==> src/rtl/miner_led_pkg.sv <==
// Shared encodings for the miner status LED engine: FSM states and display modes.
package miner_led_pkg;

    typedef enum logic [1:0] {
        ST_IDLE         = 2'd0,
        ST_WORK_PENDING = 2'd1,
        ST_WORKING      = 2'd2,
        ST_RESULT       = 2'd3
    } state_t;

    localparam logic [1:0] MODE_LEGACY    = 2'd0;
    localparam logic [1:0] MODE_PER_CORE  = 2'd1;
    localparam logic [1:0] MODE_HEARTBEAT = 2'd2;
    localparam logic [1:0] MODE_OFF       = 2'd3;

endpackage

==> src/rtl/led_blink_gen.sv <==
// Free-running blink phase generator: phase toggles every BLINK_CYCLES cycles.
module led_blink_gen #(
    parameter int unsigned BLINK_CYCLES = 25000000
) (
    input  logic clk,
    input  logic rst,
    output logic phase
);

    localparam int unsigned BW = (BLINK_CYCLES > 1) ? $clog2(BLINK_CYCLES) : 1;

    logic [BW-1:0] cnt;

    always_ff @(posedge clk) begin
        if (rst) begin
            cnt   <= '0;
            phase <= 1'b0;
        end else if (cnt == BW'(BLINK_CYCLES - 1)) begin
            cnt   <= '0;
            phase <= ~phase;
        end else begin
            cnt <= cnt + BW'(1);
        end
    end

endmodule

==> src/rtl/led_status_engine.sv <==
// Miner status LED driver: state FSM with hold timer, per-core result mask and LED decode.
module led_status_engine
    import miner_led_pkg::*;
#(
    parameter int unsigned NUM_LEDS     = 8,
    parameter int unsigned NUM_CORES    = 4,
    parameter int unsigned HOLD_CYCLES  = 100000000,
    parameter int unsigned BLINK_CYCLES = 25000000
) (
    input  logic                 clk,
    input  logic                 rst,
    input  logic                 new_work,
    input  logic [NUM_CORES-1:0] new_result,
    input  logic [1:0]           mode,
    output logic [NUM_LEDS-1:0]  led,
    output logic [1:0]           state_o
);

    localparam int unsigned CW = $clog2(HOLD_CYCLES);

    state_t               state;
    logic [CW-1:0]        cnt;
    logic [NUM_CORES-1:0] mask;
    logic                 phase;
    logic                 pending;
    logic                 working;
    logic [NUM_LEDS-1:0]  bank;

    led_blink_gen #(
        .BLINK_CYCLES(BLINK_CYCLES)
    ) u_blink (
        .clk  (clk),
        .rst  (rst),
        .phase(phase)
    );

    // Results beat new work; timed states fall to WORKING after HOLD_CYCLES quiet cycles.
    always_ff @(posedge clk) begin
        if (rst) begin
            state <= ST_IDLE;
            cnt   <= '0;
            mask  <= '0;
        end else if (|new_result) begin
            state <= ST_RESULT;
            cnt   <= '0;
            mask  <= mask | new_result;
        end else if (new_work) begin
            state <= ST_WORK_PENDING;
            cnt   <= '0;
            mask  <= '0;
        end else begin
            case (state)
                ST_WORK_PENDING, ST_RESULT: begin
                    if (cnt == CW'(HOLD_CYCLES - 1)) begin
                        state <= ST_WORKING;
                        cnt   <= '0;
                        mask  <= '0;
                    end else begin
                        cnt <= cnt + CW'(1);
                    end
                end
                default: cnt <= '0;
            endcase
        end
    end

    assign state_o = state;
    assign pending = (state == ST_WORK_PENDING) || (state == ST_RESULT);
    assign working = (state == ST_WORKING) || (state == ST_RESULT);

    // Bit 0 of bank is unused; led[0] mirrors reset directly.
    always_comb begin
        bank = '0;
        case (mode)
            MODE_LEGACY: begin
                for (int i = 1; i < NUM_LEDS; i++) begin
                    bank[i] = i[0] ? pending : working;
                end
            end
            MODE_PER_CORE: begin
                for (int i = 0; i < NUM_CORES; i++) begin
                    bank[i+1] = mask[i] & (state == ST_RESULT) & phase;
                end
                for (int i = NUM_CORES + 1; i < NUM_LEDS; i++) begin
                    bank[i] = working;
                end
            end
            MODE_HEARTBEAT: begin
                for (int i = 1; i < NUM_LEDS; i++) begin
                    bank[i] = working ? phase : pending;
                end
            end
            default: bank = '0;
        endcase
        if (rst) begin
            bank = '0;
        end
    end

    assign led = {bank[NUM_LEDS-1:1], rst};

endmodule
==> config.mk <==
export PLATFORM = sky130hd
export DESIGN_NAME = led_status_engine
export DESIGN_NICKNAME = d
export VERILOG_FILES = /design/src/rtl/miner_led_pkg.sv /design/src/rtl/led_blink_gen.sv /design/src/rtl/led_status_engine.sv
export SDC_FILE = /design/constraint.sdc
export NUM_CORES = 1
export LEC_CHECK = 0
export ABC_AREA = 1
export CORE_MARGIN = 3
export CORE_UTILIZATION = 35
export CTS_BUF_LIST = sky130_fd_sc_hd__clkbuf_8
export CTS_CLUSTER_SIZE = 10
export DETAILED_ROUTE_END_ITERATION = 10
export PLACE_DENSITY = 0.49
export SETUP_SLACK_MARGIN = 0.02
export SLEW_MARGIN = 20
export SYNTH_ARGS = -nofsm -noshare
export SYNTH_HDL_FRONTEND = slang
export SYNTH_SLANG_ARGS = --single-unit
==> constraint.sdc <==
create_clock -name clk -period 3 [get_ports clk]
set_input_delay 0.3 -clock clk [delete_from_list [all_inputs] [get_ports clk]]
set_output_delay 0.3 -clock clk [all_outputs]
set_load 0.02 [all_outputs]
==> reports/qor.yml, run 1 <==
final_layout:
  final_layout_size_suffix_gt1_frac: 0.09514
  fin_nets: 500
  n_antenna_cell: 0
  mostFrequentLayoutCells: "nand2_1, nor2_1, inv_1"
  area_growth_pct: 15.80
  final_common_cell: "nand2_1"
  final_core_util: 0.4185
logic_synthesis:
  async_flop_share: 0
  synth_top_area_frac: 0.3730
  ys_top_cells_by_area: "dfxtp_1, nand2_1, nor2_1, inv_1, nand3_1"
  synth.distinct_cells: 32
  yosysWarnings: 0
  ys.flop_type: "dfxtp_1"
  syn_inst: 468
  syn-cell-area_um2: 3167
  syn_area_per_cell_um2: 6.767
  ys_ff_latch: 59
  synth_edf_count: 0
  ys_seq_area_frac: 0.3730
  syn-num-nets: 479
  synth_area_leader_cell: "dfxtp_1"
place:
  port_buffers: 18
  gp_congestion: 0.8347
  dp_worst_setup_slack_ps: 641.5
  hpwl_um: 5111
clocking:
  cts_setup_buffers: 0
  cts-hold-fix-buffers: 0
  numCtsBuffers: 9
  clkTransAtPathRegs_ps: 60
  clock-sinks: 59
  cts-htree-levels: 3
  root_buffer: "clkbuf_8"
  clockBufferDepth: 2
  cts_tree: "done"
  clock_latency_ps: 340
  postCtsResizedCells: 0
worst_setup_path:
  endpoint: "led[1]"
  worstReg2RegEnd: "u_blink.cnt[20]"
  r2r-start: "u_blink.cnt[0]"
  end_kind: "primary output"
  rrSetupSlack_ps: 1250
  cp.arrival_ps: 2060
  critical_path_class: "primary input to primary output"
  startpoint: "mode[1]"
  rr_worst_depth: 8
  cp-start-kind: "primary input"
  cp_max_fo: 5
  cp.required_ps: 2700
timing:
  rsz0062_at_grt: "no"
  final.setup.tns_ps: 0
  fin_crit_sh: 0.7856
  finClkSkew_ps: 12.97
  post-route-min-period_ps: 2357
  slew_headroom: 0.6603
  fin_ws_ps: 643.1
  hold_viol_final: 0
  fmax_mhz: 424.3
  setup_viol: 0
  tightest_slew_ps: 507.8
  drv_slew: 0
pwr:
  leakagePower_nw: 1.333
  p_seq_frac: 0.455
  power_density_nw_per_um2: 480.3
  peakVddDrop_mv: 0.2182
  clkPwrFrac: 0.504
  power_frac_comb: 0.041
  p_sw_mw: 0.3672
  p_sw_frac: 0.2085
  p_int_mw: 1.394
global_routing:
  overflow: 0
  grt_max_degree: 26
  grt_pass1_vias: 2567
  grt.total_usage: 0.1431
  antenna_found_initial: 0
  grt_pass1_wl_um: 11640
floorplanning:
  start_util: 0.3614
  core_area_um2: 8763
  die_w_um: 101.1
  die_y_um: 101.1
  rows: 34
  ios: 19
  die_area_um2: 10230
run:
  maxCapViolCount: 0
drt:
  routed_wl_um: 6683
  vias: 2781
  viasPerCell: 4.620
  drtIter0Drc: 89
  antenna_left: 0
  first_pass_iters: 4
  drc: 0
  wl_per_cell_um: 11.10
min_path:
  hold_start: "cnt[0]"
  hold_class: "register to register"
status:
  status: "finished, final reports clean"
==> cells in the mapped netlist, drive strengths merged, types with 6 or more instances <==
library cell	instances
dfxtp	59
nor2	104
nor3	18
a21oi	15
xor2	12
buf	7
inv	63
nand4	12
o21ai	6
nand2	115
nand3	32
xnor2	6
==> per-layer routing <==
layer  vias up  global-route usage  share of wire  routed length [µm]
li1       1518                   -              -                   -
met1      1235              0.1772           0.48                3238
met2        16              0.2344           0.47                3155
met3        12             0.05190          0.031                 205
met4         0             0.03988          0.013                  84
met5         -                   0              0                   0
==> registers in the layout, summed over array words and instances (netlist names) <==
signal	cells
cnt	27
mask	4
state_o	2
u_blink.cnt	25
u_blink.phase	1
==> power by group through the flow <==
stage	logic, mW	clock network, mW	registers (mW)
2_1_floorplan	0.0436	0	0.818
3_3_place_gp	0.0724	0	0.819
3_5_place_dp	0.0729	0	0.819
4_1_cts	0.0728	0.913	0.801
5_1_grt	0.0798	0.952	0.803
6_report	0.0719	0.888	0.802
==> layout make-up <==
type | count | area (µm²)
fillers | 938 | 5096
multi-input cells | 338 | 1692
flip-flops and latches | 59 | 1181
inverters | 63 | 236.5
repair buffers | 18 | 180.2
clock buffers | 10 | 137.6
well taps | 108 | 135.1
clock inverters | 6 | 105.1
==> critical path, stage by stage <==
cell and delay [ps]:
clkdlybuf4s50_1 420, inv_1 100, nand2_1 70, nor2_1 240, nand4_1 120, a31oi_1 180, clkdlybuf4s50_1 630
==> cells by family (layout without fill, tap and decap cells) <==
logic type / count (synthesis) / in the layout / share of synthesized area
xor+xnor: 18 / 18 / 0.04978
simple gates: 291 / 291 / 0.4307
buf+inv: 71 / 97 / 0.09284
fa+ha+maj: 2 / 2 / 0.007901
flops: 59 / 59 / 0.3730
compound gates: 27 / 27 / 0.04583
==> through the flow <==
stage | hold slack (ps) | power (mW) | instance area [µm²] | instances
3_3_place_gp | 428.4 | 0.8916 | 3425 | 586
5_1_grt | 486.0 | 1.835 | 3667 | 602
6_report | 459.3 | 1.761 | 3667 | 602
4_1_cts | 461.2 | 1.787 | 3667 | 602
2_1_floorplan | 417.5 | 0.8615 | 3167 | 468
3_5_place_dp | 446.9 | 0.8923 | 3425 | 586
==> worst min-delay path by stage <==
| stage | slack [ps] | to | cells past startpoint |
|---|---|---|---|
| 4_1_cts | 460 | cnt[0] | 1 |
| 2_1_floorplan | 420 | u_blink.cnt[0] | 1 |
| 3_3_place_gp | 430 | u_blink.cnt[0] | 1 |
| 3_5_place_dp | 450 | cnt[0] | 1 |
| 5_1_grt | 490 | cnt[0] | 1 |
| 6_report | 460 | cnt[0] | 1 |
No activity file was read; power rests on OpenSTA's default activity.
==> run 2, diff against run 1 <==
clock period = 2.4 ns   (was 3 ns; I/O delays follow)
==> reports/qor.yml, run 2 (same netlist as run 1, synthesis figures left out) <==
clocking:
  clkTransAtPathRegs_ps: 70  # about the same
  clock_latency_ps: 330  # about the same
  numCtsBuffers: 9  # unchanged
  clockBufferDepth: 2  # unchanged
  cts_tree: "done"
  cts-hold-fix-buffers: 0  # unchanged
  cts_setup_buffers: 0  # unchanged
  cts-htree-levels: 3  # unchanged
  root_buffer: "clkbuf_8"
  clock-sinks: 59  # unchanged
global_routing:
  overflow: 0  # unchanged
  grt.total_usage: 0.1439  # +0.0007978
  antenna_found_initial: 0  # unchanged
  grt_max_degree: 26  # unchanged
  grt_pass1_wl_um: 11770  # +1.1%
  grt_pass1_vias: 2609  # +1.6%
drt:
  viasPerCell: 4.657  # +0.81%
  wl_per_cell_um: 11.17  # +0.66%
  first_pass_iters: 4  # unchanged
  antenna_left: 0  # unchanged
  drc: 0  # unchanged
  drtIter0Drc: 96  # +7.9%
  routed_wl_um: 6716  # +0.49%
  vias: 2799  # +0.65%
timing:
  drv_slew: 0  # unchanged
  fmax_mhz: 451.0
  post-route-min-period_ps: 2217
  tightest_slew_ps: 506.1  # -1.647 ps
  final.setup.tns_ps: 0  # unchanged
  finClkSkew_ps: 12.38  # -0.5902 ps
  fin_ws_ps: 182.5  # -460.6 ps
  slew_headroom: 0.6614  # +0.001102
  setup_viol: 0  # unchanged
  hold_viol_final: 0  # unchanged
  fin_crit_sh: 0.9240
  rsz0062_at_grt: "yes"
worst_setup_path:
  critical_path_class: "register to primary output"
  cp.arrival_ps: 1980  # -80 ps
  cp-start-kind: "register"
  end_kind: "primary output"
  rrSetupSlack_ps: 680  # -570 ps
  cp.required_ps: 2160  # -540 ps
  cp_max_fo: 6  # +1
place:
  hpwl_um: 5100  # -0.22%
  dp_cells: 586  # unchanged
  port_buffers: 18  # unchanged
  dp_worst_setup_slack_ps: 169.3  # -472.2 ps
  gp_congestion: 0.8367  # +0.24%
final_layout:
  final_common_cell: "nand2_1"
  largest_reg_flops: 27  # unchanged
  n_antenna_cell: 0  # unchanged
  regMostFlops: "cnt"
  fin_nets: 500  # unchanged
  mostFrequentLayoutCells: "nand2_1, nor2_1, inv_1"
  fin_cells: 601  # -0.17%
  reg_top3: "cnt (27), u_blink.cnt (25), mask (4)"
  fillers: 945  # +0.75%
  final_layout_size_suffix_gt1_frac: 0.09736  # +0.002221
  area_growth_pct: 13.47
floorplanning:
  die_y_um: 101.1  # unchanged
  die_w_um: 101.1  # unchanged
  rows: 34  # unchanged
  start_util: 0.3614  # unchanged
  core_area_um2: 8763  # unchanged
  die_area_um2: 10230  # unchanged
  ios: 19  # unchanged
run:
  maxCapViolCount: 0  # unchanged
status:
  status: "finished, final reports clean"
pwr:
  leakagePower_nw: 1.302  # -2.3%
  power.total_mw: 1.851  # +5.1%
  power_density_nw_per_um2: 515.1  # +7.2%
  peakVddDrop_mv: 0.2525  # +16%
min_path:
  hold_class: "register to register"
-- run 2: through the flow --
step	hold WS (ps)	util	cell area, µm²
3_3_place_gp	428.4	0.3908	3425
3_5_place_dp	442.9	0.3908	3425
4_1_cts	459.1	0.4091	3585
6_report	451.8	0.4101	3593
2_1_floorplan	369.4	-	3167
5_1_grt	496.2	0.4101	3593
-- run 2: final cells by class --
cell class / count / area, µm² / area share
Sequential cell: 59 / 1181 / 0.3287
Clock buffer: 10 / 137.6 / 0.03830
Inverter: 63 / 236.5 / 0.06581
Clock inverter: 5 / 22.52 / 0.006267
Tap cell: 108 / 135.1 / 0.03760
Timing Repair Buffer: 18 / 180.2 / 0.05014
Multi-Input combinational cell: 338 / 1700 / 0.4732
-- run 2: report_power, final --
part / total [mW] / internal [mW] / switching, mW
logic: 0.0913 / 0.0413 / 0.0500
registers: 1.00 / 0.991 / 0.0116
clock network: 0.757 / 0.384 / 0.373
total: 1.85 / 1.42 / 0.435
-- run 2: worst max-delay path: stages (launching register included) --
cell and delay [ps]:
dfxtp_1 450, nand2_1 120, nor2_2 170, nand4_1 100, a31oi_1 180, clkdlybuf4s50_1 630
-- run 2: per-layer routing --
metal / GRT usage / vias up / part of all wire
met5: 0 / - / 0
met4: 0.04703 / 0 / 0.012
met3: 0.04360 / 8 / 0.026
met2: 0.2233 / 16 / 0.47
met1: 0.1910 / 1258 / 0.49
li1: - / 1517 / -
-- run 2: final timing paths --
kind                           to  depth (start not counted)           start
setup / recovery           led[2]                          5      state_o[1]
hold / removal     u_blink.cnt[0]                          1  u_blink.cnt[0]
setup reg to reg  u_blink.cnt[20]                          8  u_blink.cnt[0]
hold reg to reg    u_blink.cnt[0]                          1  u_blink.cnt[0]
-- run 2: what timing repair did --
| action | CTS | global route |
|---|---|---|
| gates resized for setup | 0 | 2 |
| setup endpoints to repair | 0 | 6 |
| endpoints found under the hold margin | 0 | 0 |
